$ cat src/rtl/vga_game_pkg.sv
// Shared constants, types and per-axis move helpers for the VGA game object.
// VGA_SPRITE_WRAP_EN selects wrap-around instead of saturation at the border.
package vga_game_pkg;

    localparam int DEF_SCREEN_W  = 640;
    localparam int DEF_SCREEN_H  = 480;
    localparam int DEF_BORDER    = 10;
    localparam int DEF_OBJ_SIZE  = 30;
    localparam int DEF_START_X   = 320;
    localparam int DEF_START_Y   = 240;

    typedef logic [9:0] coord_t;

    typedef enum logic {IDLE, STEP} state_t;

    typedef struct packed {
        coord_t pos;
        logic   sat;
    } axis_res_t;

    // Opposing presses cancel out.
    function automatic logic signed [10:0] axis_delta(input logic neg, input logic pos,
                                                      input int step);
        logic signed [10:0] s;
        s = 11'(step);
        if (neg && !pos)
            return -s;
        else if (pos && !neg)
            return s;
        else
            return '0;
    endfunction

    function automatic axis_res_t step_axis(input coord_t pos, input logic signed [10:0] delta,
                                            input coord_t lo, input coord_t hi);
        logic signed [10:0] sum;
        axis_res_t          res;
        sum     = $signed({1'b0, pos}) + delta;
        res.pos = sum[9:0];
        res.sat = 1'b0;
        if (sum < $signed({1'b0, lo})) begin
`ifdef VGA_SPRITE_WRAP_EN
            res.pos = hi;
`else
            res.pos = lo;
            res.sat = (delta != '0);
`endif
        end else if (sum > $signed({1'b0, hi})) begin
`ifdef VGA_SPRITE_WRAP_EN
            res.pos = lo;
`else
            res.pos = hi;
            res.sat = (delta != '0);
`endif
        end
        return res;
    endfunction

endpackage

$ cat src/rtl/switch_debounce.sv
// Two-FF synchronizer plus frame-rate debounce for one raw active-low switch.
module switch_debounce #(
    parameter int DEBOUNCE_FRAMES = 3
) (
    input  logic CLK,
    input  logic RST,
    input  logic frame_tick,
    input  logic raw_n,
    output logic pressed
);
    import vga_game_pkg::*;

    localparam int CW = $clog2(DEBOUNCE_FRAMES + 1);
    localparam logic [CW-1:0] CNT_LAST = CW'(DEBOUNCE_FRAMES - 1);

    logic [1:0]    sync_q;
    logic [CW-1:0] cnt_q;
    logic          sync_pressed;

    assign sync_pressed = ~sync_q[1];

    // NOTE: sequential state uses non-blocking assignments so every flop samples pre-edge values.
    always_ff @(posedge CLK) begin
        if (RST) begin
            sync_q  <= 2'b11;
            cnt_q   <= '0;
            pressed <= 1'b0;
        end else begin
            sync_q <= {sync_q[0], raw_n};
            if (frame_tick) begin
                if (sync_pressed != pressed) begin
                    if (cnt_q == CNT_LAST) begin
                        pressed <= sync_pressed;
                        cnt_q   <= '0;
                    end else begin
                        cnt_q <= cnt_q + 1'b1;
                    end
                end else begin
                    cnt_q <= '0;
                end
            end
        end
    end

endmodule

$ cat src/rtl/vga_sprite_mover.sv
// Frame-synchronous game object position controller; moves only in vertical blank.
// Build option: VGA_SPRITE_WRAP_EN wraps the position at the border instead of clamping.
module vga_sprite_mover #(
    parameter int SCREEN_W        = vga_game_pkg::DEF_SCREEN_W,
    parameter int SCREEN_H        = vga_game_pkg::DEF_SCREEN_H,
    parameter int BORDER          = vga_game_pkg::DEF_BORDER,
    parameter int OBJ_SIZE        = vga_game_pkg::DEF_OBJ_SIZE,
    parameter int START_X         = vga_game_pkg::DEF_START_X,
    parameter int START_Y         = vga_game_pkg::DEF_START_Y,
    parameter int FRAME_DIV       = 2,
    parameter int DEBOUNCE_FRAMES = 3,
    parameter int STEP            = 1
) (
    input  logic       CLK,
    input  logic       RST,
    input  logic       frame_tick,
    input  logic       up_switch,
    input  logic       dn_switch,
    input  logic       left_switch,
    input  logic       right_switch,
    output logic [9:0] o_x,
    output logic [9:0] o_y,
    output logic       hit_wall,
    output logic       moving
);
    import vga_game_pkg::*;

    localparam int FC_W = (FRAME_DIV > 1) ? $clog2(FRAME_DIV) : 1;
    localparam logic [FC_W-1:0] FC_LAST = FC_W'(FRAME_DIV - 1);

    localparam coord_t X_MIN = coord_t'(BORDER);
    localparam coord_t X_MAX = coord_t'(SCREEN_W - BORDER - OBJ_SIZE);
    localparam coord_t Y_MIN = coord_t'(BORDER);
    localparam coord_t Y_MAX = coord_t'(SCREEN_H - BORDER - OBJ_SIZE);

    // Bit order: up, dn, left, right.
    logic [3:0] raw_n;
    logic [3:0] pressed;

    assign raw_n = {up_switch, dn_switch, left_switch, right_switch};

    for (genvar i = 0; i < 4; i++) begin : g_sw
        switch_debounce #(
            .DEBOUNCE_FRAMES(DEBOUNCE_FRAMES)
        ) u_deb (
            .CLK       (CLK),
            .RST       (RST),
            .frame_tick(frame_tick),
            .raw_n     (raw_n[i]),
            .pressed   (pressed[i])
        );
    end

    state_t            state_q, state_d;
    logic [FC_W-1:0]   fcnt_q, fcnt_d;

    // NOTE: every always_comb output gets a default first so no path can infer a latch.
    always_comb begin
        state_d = state_q;
        fcnt_d  = fcnt_q;
        case (state_q)
            IDLE: begin
                if (frame_tick) begin
                    if (fcnt_q == FC_LAST) begin
                        fcnt_d  = '0;
                        state_d = vga_game_pkg::STEP;
                    end else begin
                        fcnt_d = fcnt_q + 1'b1;
                    end
                end
            end
            vga_game_pkg::STEP: state_d = IDLE;
        endcase
    end

    always_ff @(posedge CLK) begin
        if (RST) begin
            state_q <= IDLE;
            fcnt_q  <= '0;
        end else begin
            state_q <= state_d;
            fcnt_q  <= fcnt_d;
        end
    end

    logic signed [10:0] dx, dy;
    axis_res_t          x_res, y_res;

    assign dx    = axis_delta(pressed[1], pressed[0], STEP);
    assign dy    = axis_delta(pressed[3], pressed[2], STEP);
    assign x_res = step_axis(o_x, dx, X_MIN, X_MAX);
    assign y_res = step_axis(o_y, dy, Y_MIN, Y_MAX);

    // Position only changes in the STEP cycle, which always falls inside vertical blank.
    always_ff @(posedge CLK) begin
        if (RST) begin
            o_x      <= coord_t'(START_X);
            o_y      <= coord_t'(START_Y);
            hit_wall <= 1'b0;
            moving   <= 1'b0;
        end else begin
            moving   <= |pressed;
            hit_wall <= 1'b0;
            if (state_q == vga_game_pkg::STEP) begin
                o_x      <= x_res.pos;
                o_y      <= y_res.pos;
                hit_wall <= x_res.sat | y_res.sat;
            end
        end
    end

endmodule
$ cat config.mk
export PLATFORM = sky130hd
export DESIGN_NAME = vga_sprite_mover
export DESIGN_NICKNAME = d
export VERILOG_FILES = /design/src/rtl/vga_game_pkg.sv /design/src/rtl/switch_debounce.sv /design/src/rtl/vga_sprite_mover.sv
export SDC_FILE = /design/constraint.sdc
export NUM_CORES = 1
export LEC_CHECK = 0
export CORE_MARGIN = 3
export CORE_UTILIZATION = 60
export CTS_CLUSTER_DIAMETER = 50
export DETAILED_ROUTE_END_ITERATION = 16
export DONT_BUFFER_PORTS = 1
export GPL_ROUTABILITY_DRIVEN = 0
export GPL_TIMING_DRIVEN = 0
export PLACE_DENSITY = 0.87
export SYNTH_ARGS = -nofsm -noshare
export SYNTH_HDL_FRONTEND = slang
export SYNTH_SLANG_ARGS = --single-unit
$ cat constraint.sdc
create_clock -name CLK -period 4.9 [get_ports CLK]
set_input_delay 0.98 -clock CLK [delete_from_list [all_inputs] [get_ports CLK]]
set_output_delay 0.98 -clock CLK [all_outputs]
set_load 0.02 [all_outputs]
==> results_dict.tcl, run 1 <==
set metrics [dict create \
    antenna_found_initial 0 \
    vias_per_cell 6.76 \
    yosysTopAreaCellShare_pct 27.0 \
    power_switching_mw 0.183 \
    cpPeakStageDelay_ns 0.54 \
    slew_headroom_pct 55.7 \
    die_h_um 79.8 \
    drv_slew 0 \
    syn-num-nets 433 \
    cp.arrival_ns 4.21 \
    leakagePower_nw 1.23 \
    setup_tns_ns 0 \
    dpl.hpwl_mm 5.98 \
    cts_hold_buf 0 \
    synth_area_sq_um 3270 \
    cp-end-kind "flip-flop" \
    synth_ff_type "dfxtp_1" \
    power_density_nw_per_um2 212 \
    synth_seq_cells 44 \
    worstSetupStartpointType "flip-flop" \
    yosysUniqueCellTypes 70 \
    place_ws_ns 1.07 \
    core_sq_um 5170 \
    grt_util_all_layers_pct 26.2 \
    overflow 0 \
    status "finished clean" \
    pwr-share-clk_pct 40.8 \
    ios 29 \
    num_rows 26 \
    instances_no_fill 492 \
    async_reset_ff_share_pct 0 \
    cts_root_buf "clkbuf_8" \
    crit_chain "inv_1 > ha_1 > buf_2 > buf_2 > xor2_1 > ha_1 > nor4_1 > nor4_1 > nand2b_1 > and3_1 > a221oi_1 > nor2b_1 > o2bb2ai_2 > a2bb2oi_1 > nor3_2" \
    cts_tree "yes" \
    vias 3324 \
    portBuffers 0 \
    yosysTopAreaCell "dfxtp_1" \
    worstPathMaxFanout 10 \
    setup_violations 0 \
    p_int_mw 0.553 \
    synth-edff-count 0 \
    dieArea_sq_um 6370 \
    layout_commonest_cell "dfxtp_1" \
    cts_buffers 5 \
    post_cts_buffers 0 \
    setup_slack_ns 0.871 \
    cp_top_family "simple AND/OR/NAND/NOR gates" \
    finalWirelength_mm 8.26 \
    clock_sinks 44 \
    yosys-top-cells-area "dfxtp_1, a21oi_1, xnor2_1, ha_1, nor2_1" \
    max_clock_freq_ghz 0.248 \
    clkTransAtPathRegs_ns 0.09 \
    clock_latency_ns 0.31 \
    clock_path_buffers 2 \
    worst_ep_required_time_ns 5.08 \
    hold_viol_final 0 \
    worst-setup-path-type "reg -> reg" \
    min_path_type "reg -> reg" \
    worst-path-buf-inv 3 \
    rsz0062_at_grt "no" \
    grt_pass1_vias 2951 \
    ys_seq_area_share_pct 27.0 \
    layout_common_cells "dfxtp_1, a21oi_1, nor2_1" \
    ant_nets 0 \
    hold_ws_ns 0.414 \
    syn_inst 414 \
    num_antenna_cells 0 \
    drt-initial-drc-count 494 \
    drive_gt1_share_pct 11.6 \
    fin_skew_ns 0.00729 \
    start_util_pct 63.2 \
    power_switching_share_pct 24.9 \
    sequentialPowerShare_pct 51.1 \
    timing.final.crit_share_pct 82.2 \
    p_comb_share_pct 8.1 \
    synth.avg_cell_area_sq_um 7.89 \
    drc 0 \
    h-tree-depth 2 \
    grt_first_pass_wirelength_mm 13.6 \
    cap_viol_max_count 0 \
    tightest_slew_ns 0.664 \
    irDropWorstVdd_mv 0.186 \
    place_inst 484 \
    fin_area_sq_um 3480 \
    area_delta_synth_final_pct 6.40 \
    die_width_um 79.8 \
    cpMaxStageDelayCell "a221oi_1" \
    yosysWarnings 0 \
    routedWlPerCell_um 16.8 \
    post_cts_resized 0 \
    grt_max_degree 15 \
    placed_area_sq_um 3350 \
    drtPass1Iterations 5 \
    finalCriticalPeriod_ns 4.03 \
    final_nets 440 \
]
-- sequential cells by signal (all words and copies together) (netlist names) --
| signal | flops |
|---|---|
| hit_wall | 1 |
| state_q | 1 |
| moving | 1 |
| g_sw.u_deb.cnt_q | 8 |
| g_sw.u_deb.sync_q | 8 |
| fcnt_q | 1 |
| o_x | 10 |
| g_sw.u_deb.pressed | 4 |
| o_y | 10 |
-- cell type report --
| type | instances | area, sq um |
|---|---|---|
| clock inverter | 2 | 38.8 |
| fill | 420 | 1700 |
| inverter | 15 | 56.3 |
| sequential | 44 | 881 |
| tap | 70 | 87.6 |
| clock buffer | 6 | 82.6 |
| multi-input combinational | 318 | 2160 |
| buffer | 37 | 173 |
-- path summary, 6_finish.rpt --
kind | endpoint | from | cells after the start | slack (ns)
setup / recovery | hit_wall | g_sw[0].u_deb.pressed | 15 | 0.87
hold / removal | g_sw[1].u_deb.sync_q[1] | g_sw[1].u_deb.sync_q[0] | 1 | 0.41
setup reg to reg | hit_wall | g_sw[0].u_deb.pressed | 15 | 0.87
hold reg to reg | g_sw[1].u_deb.sync_q[1] | g_sw[1].u_deb.sync_q[0] | 1 | 0.41
-- synthesized netlist by cell type, drive strengths merged, types with 4 or more instances --
| cell type | instances |
|---|---|
| a31o | 5 |
| inv | 15 |
| clkbuf | 20 |
| o2bb2ai | 4 |
| nor2 | 34 |
| xor2 | 9 |
| and3 | 5 |
| a21oi | 35 |
| o21ai | 24 |
| a221oi | 4 |
| nor3 | 10 |
| a32oi | 7 |
| or2 | 8 |
| a211oi | 11 |
| a311oi | 4 |
| xnor2 | 16 |
| nand2 | 22 |
| ha | 11 |
| nand2b | 6 |
| o21a | 5 |
| dfxtp | 44 |
| or3 | 5 |
| o41ai | 5 |
| nand3 | 14 |
| or4 | 4 |
| a31oi | 5 |
| nor2b | 7 |
| and2 | 4 |
| buf | 17 |
| nor4 | 10 |
| nor3b | 5 |
-- kinds of logic (layout without fill, tap and decap cells) --
group | Yosys count | count (layout) | share of synthesized area [%]
AND/OR/NAND/NOR | 144 | 144 | 24.2
AO/OA/AOI/OAI | 135 | 135 | 29.3
buffers and inverters | 52 | 60 | 7.01
flip-flops | 44 | 44 | 27.0
XOR/XNOR | 26 | 26 | 7.43
adder cells (fa/ha/maj) | 12 | 12 | 4.83
multiplexers | 1 | 1 | 0.306
-- per-stage QoR --
stage               utilization, %  total power, mW
floorplan                        -            0.428
detailed placement            64.9            0.442
global placement              64.9            0.440
global route                  67.2            0.757
CTS                           67.2            0.736
finish                        67.2            0.736
-- per-layer routing --
metal	vias up	global-route usage [%]	part of all wire (%)
met3	24	5.08	8.4
li1	1536	-	-
met4	0	7.09	1.5
met5	-	0	0
met2	185	42.7	46
met1	1579	35.4	44
-- power by group through the flow --
| stage | Sequential, mW | Clock, mW | Combinational (mW) |
|---|---|---|---|
| after global routing | 0.378 | 0.314 | 0.0648 |
| after detailed placement | 0.385 | 0 | 0.0574 |
| after floorplan | 0.383 | 0 | 0.0448 |
| final | 0.376 | 0.300 | 0.0595 |
| after global placement | 0.384 | 0 | 0.0553 |
| after CTS | 0.376 | 0.302 | 0.0580 |
(Power assumes the default switching activity.)
==> run 2: changes to the inputs <==
==> constraint.sdc (replaced) <==
create_clock -name CLK -period 4.04 [get_ports CLK]
set_input_delay 0.808 -clock CLK [delete_from_list [all_inputs] [get_ports CLK]]
set_output_delay 0.808 -clock CLK [all_outputs]
set_load 0.02 [all_outputs]
==> run 2 against run 1 <==
Compared with the run above:
- fmax increased by 4.1%
- die area is the same
- sequential cell count did not move
- non-clock buffer count is 2 higher
- largest power group unchanged
- hold slack worse by 0.00065 ns
- final area increased by 1.4%
- core utilization increased by 0.92 points
==> results_dict.tcl, run 2 (synthesis gave the netlist of run 1 again) <==
set metrics [dict create \
    status "finished clean" \
    start_util_pct 63.2 \
    drc 0 \
    drt-initial-drc-count 510 \
    place_inst 484 \
    die_width_um 79.8 \
    whs_path_depth 1 \
    reg2reg_depth 15 \
    finalWirelength_mm 8.27 \
    r2r_end "hit_wall" \
    antenna_found_initial 0 \
    worstSetupStartpointType "flip-flop" \
    instances_no_fill 494 \
    num_antenna_cells 0 \
    power_density_nw_per_um2 253 \
    max_clock_freq_ghz 0.258 \
    cts_hold_buf 0 \
    fin_area_sq_um 3520 \
    finalCriticalPeriod_ns 3.87 \
    grt_max_degree 15 \
    core_sq_um 5170 \
    hold_viol_final 0 \
    worst-path-stages 15 \
    die_h_um 79.8 \
    area_delta_synth_final_pct 7.85 \
    hold_path_end "g_sw[1].u_deb.sync_q[1]" \
    grt_first_pass_wirelength_mm 13.6 \
    placed_area_sq_um 3350 \
    cts_buffers 5 \
    cpMaxStageDelayCell "a221oi_2" \
    worst-path-buf-inv 3 \
    grt_pass1_vias 2951 \
    clkTransAtPathRegs_ns 0.09 \
    clock_sinks 44 \
    cp_top_family "compound AO/OA/AOI/OAI gates" \
    layout_commonest_cell "dfxtp_1" \
    cts_tree "yes" \
    min_path_type "reg -> reg" \
    cts_root_buf "clkbuf_8" \
    final_nets 442 \
    h-tree-depth 2 \
    reg2reg_from "g_sw[0].u_deb.pressed" \
    clock_latency_ns 0.31 \
    worst-setup-path-type "reg -> reg" \
    portBuffers 0 \
    crit_top_cell "clkbuf_4" \
    routedWlPerCell_um 16.7 \
    overflow 0 \
    cp-end-kind "flip-flop" \
    final_util_pct 68.1 \
    ant_nets 0 \
    dpl.hpwl_mm 5.98 \
    fin_skew_ns 0.00642 \
    worstPathMaxFanout 10 \
    tightest_slew_ns 0.579 \
    cpPeakStageDelay_ns 0.44 \
    grt_util_all_layers_pct 26.2 \
    drtPass1Iterations 5 \
    num_rows 26 \
    crit_chain "inv_1 > ha_1 > clkbuf_4 > clkbuf_4 > xor2_1 > ha_2 > nor4_1 > or4_4 > nor2_1 > a31o_2 > a221oi_2 > nor2b_1 > o2bb2ai_4 > a2bb2oi_1 > nor3_2" \
    irDropWorstVdd_mv 0.225 \
    setup_violations 0 \
    drive_gt1_share_pct 12.7 \
    vias_per_cell 6.71 \
    slew_headroom_pct 61.4 \
    dieArea_sq_um 6370 \
    ios 29 \
    worst_ep_required_time_ns 4.22 \
    min_from "g_sw[1].u_deb.sync_q[0]" \
    r2r_slack_ns 0.17 \
    timing.final.crit_share_pct 95.8 \
    cap_viol_max_count 0 \
    clock_path_buffers 2 \
    cp.arrival_ns 4.05 \
    drv_slew 0 \
    layout_common_cells "dfxtp_1, a21oi_1, nor2_1" \
    reg_top3 "o_x: 10 flops, o_y: 10 flops" \
    vias 3314 \
    leakagePower_nw 1.24 \
]
## run 2: cell count changes in the layout (fill, tap and decap cells not counted), sizes merged
cell	delta
clkbuf	+2
## run 2: layer usage
layer | track usage (%) | share of wire (%) | vias up
met3 | 5.08 | 8.6 | 19
met5 | 0 | 0 | -
li1 | - | - | 1540
met1 | 35.4 | 44 | 1556
met2 | 42.7 | 46 | 199
met4 | 7.09 | 1.6 | 0
## run 2: how the worst max path moves through the flow
stage                          start       end  slack (ns)
3_5_place_dp   g_sw[0].u_deb.pressed  hit_wall        0.21
3_3_place_gp   g_sw[0].u_deb.pressed  hit_wall        0.26
4_1_cts        g_sw[0].u_deb.pressed  hit_wall        0.12
5_1_grt        g_sw[0].u_deb.pressed  hit_wall       -0.05
6_report       g_sw[0].u_deb.pressed  hit_wall        0.17
2_1_floorplan  g_sw[0].u_deb.pressed    o_x[4]        0.68
## run 2: what timing repair did
item | CTS | global route
buffers inserted | 0 | 2
setup endpoints to repair | 0 | 9
gates resized for setup | 0 | 6
## run 2: metrics by stage
step                setup WS (ns)  total power [mW]  setup TNS (ns)  hold WS (ns)
finish                      0.169             0.893               0         0.413
global placement            0.256             0.533               0         0.393
floorplan                   0.676             0.519               0         0.389
global route              -0.0493             0.919         -0.0493         0.435
CTS                         0.116             0.893               0         0.415
detailed placement          0.207             0.536               0         0.395
## run 2: final cells by class
class	instances	area [sq um]
clock inverter	2	38.8
inverter	15	56.3
fill	405	1650
buffer	37	178
multi-input combinational	318	2180
tap	70	87.6
timing repair buffer	2	15.0
clock buffer	6	82.6
sequential	44	881
## run 2: power by group
group	internal (mW)	switching (mW)	total (mW)
logic	0.0251	0.0473	0.0724
registers	0.443	0.0131	0.456
clock network	0.202	0.162	0.364
total	0.671	0.222	0.893
==> run 3: changes to the inputs <==
--- a/config.mk
+++ b/config.mk
@@ -13,6 +13,8 @@
 export GPL_ROUTABILITY_DRIVEN = 0
 export GPL_TIMING_DRIVEN = 0
 export PLACE_DENSITY = 0.87
+export SKIP_CTS_REPAIR_TIMING = 1
 export SYNTH_ARGS = -nofsm -noshare
 export SYNTH_HDL_FRONTEND = slang
+export SYNTH_HIERARCHICAL = 1
 export SYNTH_SLANG_ARGS = --single-unit
==> run 3 against run 2 <==
Compared with the run above:
- register-to-register slack improved by 0.09 ns
- largest cell class unchanged
- sequential power grew 3%
- highest routed layer unchanged
- first-iteration DRC count down 2.2%
- clock-buffer cell count shrank 1
- cell count rose by 6.1%
==> results_dict.tcl, run 3 <==
set metrics [dict create \
    timing.final.crit_share_pct 93.7 \
    finalCriticalPeriod_ns 3.79 \
    drt-initial-drc-count 499 \
    async_reset_ff_share_pct 0 \
    drtPass1Iterations 5 \
    status "finished clean" \
    netlist_top_cells_count "dfxtp_1, nand2_1, nor2_1" \
    p_total_mw 0.832 \
    slew_headroom_pct 59.8 \
    synth_seq_cells 44 \
    die_width_um 83.5 \
    fin_skew_ns 0.0120 \
    yosys-top-cells-area "dfxtp_1, ha_1, nand2_1, a21oi_1, xor2_1" \
    grt_pass1_vias 3281 \
    yosysUniqueCellTypes 78 \
    crit_chain "inv_1 > ha_1 > ha_1 > fa_1 > and4b_1 > a2111o_1 > mux2_2 > a211oi_2 > a31oi_2 > a31o_1 > a211oi_1" \
    h-tree-depth 2 \
    core_sq_um 5640 \
    setup_tns_ns 0 \
    multi_input_area_sq_um 2510 \
    cpMaxStageDelayCell "fa_1" \
    die_h_um 83.5 \
    yosysWarnings 6 \
    final_nets 471 \
    cap_viol_max_count 0 \
    clock_path_buffers 2 \
    cp.arrival_ns 3.98 \
    reg2reg_depth 11 \
    grt_max_degree 38 \
    drc 0 \
    yosysMostFrequentCell "dfxtp_1" \
    irDropWorstVdd_mv 0.251 \
    place_ws_ns 0.00617 \
    layout_common_cells "dfxtp_1, nand2_1, nor2_1" \
    setup_violations 0 \
    worstSetupStartpointType "flip-flop" \
    fill_cells 470 \
    drive_gt1_share_pct 15.3 \
    num_antenna_cells 0 \
    start_util_pct 63.8 \
    syn_inst 442 \
    cpPeakStageDelay_ns 0.49 \
    place_inst 514 \
    portBuffers 0 \
    instances_no_fill 524 \
    synth_area_sq_um 3600 \
    drv_slew 0 \
    max_clock_freq_ghz 0.264 \
    synth.avg_cell_area_sq_um 8.15 \
    vias_per_cell 6.88 \
    grt_first_pass_wirelength_mm 15.8 \
    setup_slack_ns 0.255 \
    overflow 0 \
    worst_ep_required_time_ns 4.23 \
    yosysTopAreaCell "dfxtp_1" \
    cts_root_buf "clkbuf_8" \
    cts_buffers 5 \
    worst-setup-path-type "reg -> reg" \
    dpl.hpwl_mm 6.56 \
    finalWirelength_mm 9.24 \
    ant_nets 0 \
    critPathLaunch "g_sw[3].u_deb/pressed" \
    antenna_found_initial 0 \
    cp-end-kind "flip-flop" \
    power_density_nw_per_um2 217 \
    synth_ff_type "dfxtp_1" \
    worstPathMaxFanout 9 \
    layout_commonest_cell "dfxtp_1" \
    num_rows 27 \
    clock_sinks 44 \
    dieArea_sq_um 6970 \
    ys_seq_area_share_pct 24.5 \
    reg2reg_from "g_sw[3].u_deb/pressed" \
    vias 3604 \
    clock_latency_ns 0.31 \
    grt_util_all_layers_pct 26.7 \
    r2r_end "hit_wall" \
    final_util_pct 68.0 \
    synth-edff-count 0 \
    min_path_type "reg -> reg" \
    critPathCapture "hit_wall" \
    cts_tree "yes" \
    yosysTopAreaCellShare_pct 24.5 \
    routedWlPerCell_um 17.6 \
    r2r_slack_ns 0.25 \
    ios 29 \
    seqCellArea_sq_um 881 \
    tightest_slew_ns 0.586 \
    reg_top3 "o_x: 10 flops, o_y: 10 flops" \
    hold_viol_final 0 \
    crit_top_cell "ha_1" \
    leakagePower_nw 1.51 \
    clkTransAtPathRegs_ns 0.08 \
    syn-num-nets 461 \
    area_delta_synth_final_pct 6.46 \
]
-- run 3: cell count changes after synthesis, sizes merged, moves of 7 or more --
cell / before / now
a21oi: 35 / 25
nand2: 22 / 32
nor2: 34 / 24
nor4: 10 / 1
mux2: 0 / 8
a211o: 2 / 9
nand4: 1 / 8
-- run 3: per-layer routing --
layer	track usage (%)	part of all wire, %	up-vias
met5	0	0	-
met4	6.14	1.8	0
met3	5.63	10	27
met2	42.9	46	208
met1	36.8	42	1697
li1	-	-	1672
-- run 3: worst min path at each step --
stage,slack (ns),cells past startpoint,from,endpoint
final,0.41,1,g_sw[1].u_deb/sync_q[0],g_sw[1].u_deb/sync_q[1]
after floorplan,0.39,1,g_sw[0].u_deb/sync_q[0],g_sw[0].u_deb/sync_q[1]
after global placement,0.39,1,g_sw[1].u_deb/sync_q[0],g_sw[1].u_deb/sync_q[1]
after global routing,0.43,1,g_sw[2].u_deb/sync_q[0],g_sw[2].u_deb/sync_q[1]
after detailed placement,0.40,1,g_sw[1].u_deb/sync_q[0],g_sw[1].u_deb/sync_q[1]
after CTS,0.42,1,g_sw[1].u_deb/sync_q[0],g_sw[1].u_deb/sync_q[1]
-- run 3: critical path, delay by kind of cell, from the launching register on --
family / cells / cell delay, ns
AOI/OAI and AO/OA: 5 / 1.51
adders and majority gates: 3 / 1.11
DFF: 1 / 0.41
muxes: 1 / 0.31
and+or+nand+nor: 1 / 0.26
buffers and inverters: 1 / 0.07
-- run 3: through the flow --
stage                     cell area [sq um]  hold WS (ns)
after floorplan                        3600         0.392
after global placement                 3690         0.394
final                                  3830         0.415
after global routing                   3830         0.426
after CTS                              3770         0.419
after detailed placement               3690         0.399
-- run 3: power breakdown --
group	leakage [nW]	internal (mW)	switching [mW]
clock network	0.0400	0.117	0.151
logic	1.11	0.0374	0.0577
registers	0.358	0.447	0.0228
total	1.51	0.601	0.231
-- run 3: final cells by class --
class / count / share of cell area, %
buffer: 34 / 4.73
clock buffer: 5 / 1.80
clock inverter: 2 / 0.326
inverter: 17 / 1.66
multi-input combinational: 347 / 65.6
sequential: 44 / 23.0
tap: 72 / 2.35
timing repair buffer: 3 / 0.587
-- run 3: cells by family (layout without fill, tap and decap cells) --
group	Yosys count	count (layout)	synth area share, %
AO/OA/AOI/OAI	129	129	27.3
XOR/XNOR	23	23	5.59
AND/OR/NAND/NOR	173	173	28.5
buffers and inverters	51	61	6.67
flip-flops	44	44	24.5
adder cells (fa/ha/maj)	12	12	4.38
multiplexers	10	10	3.16
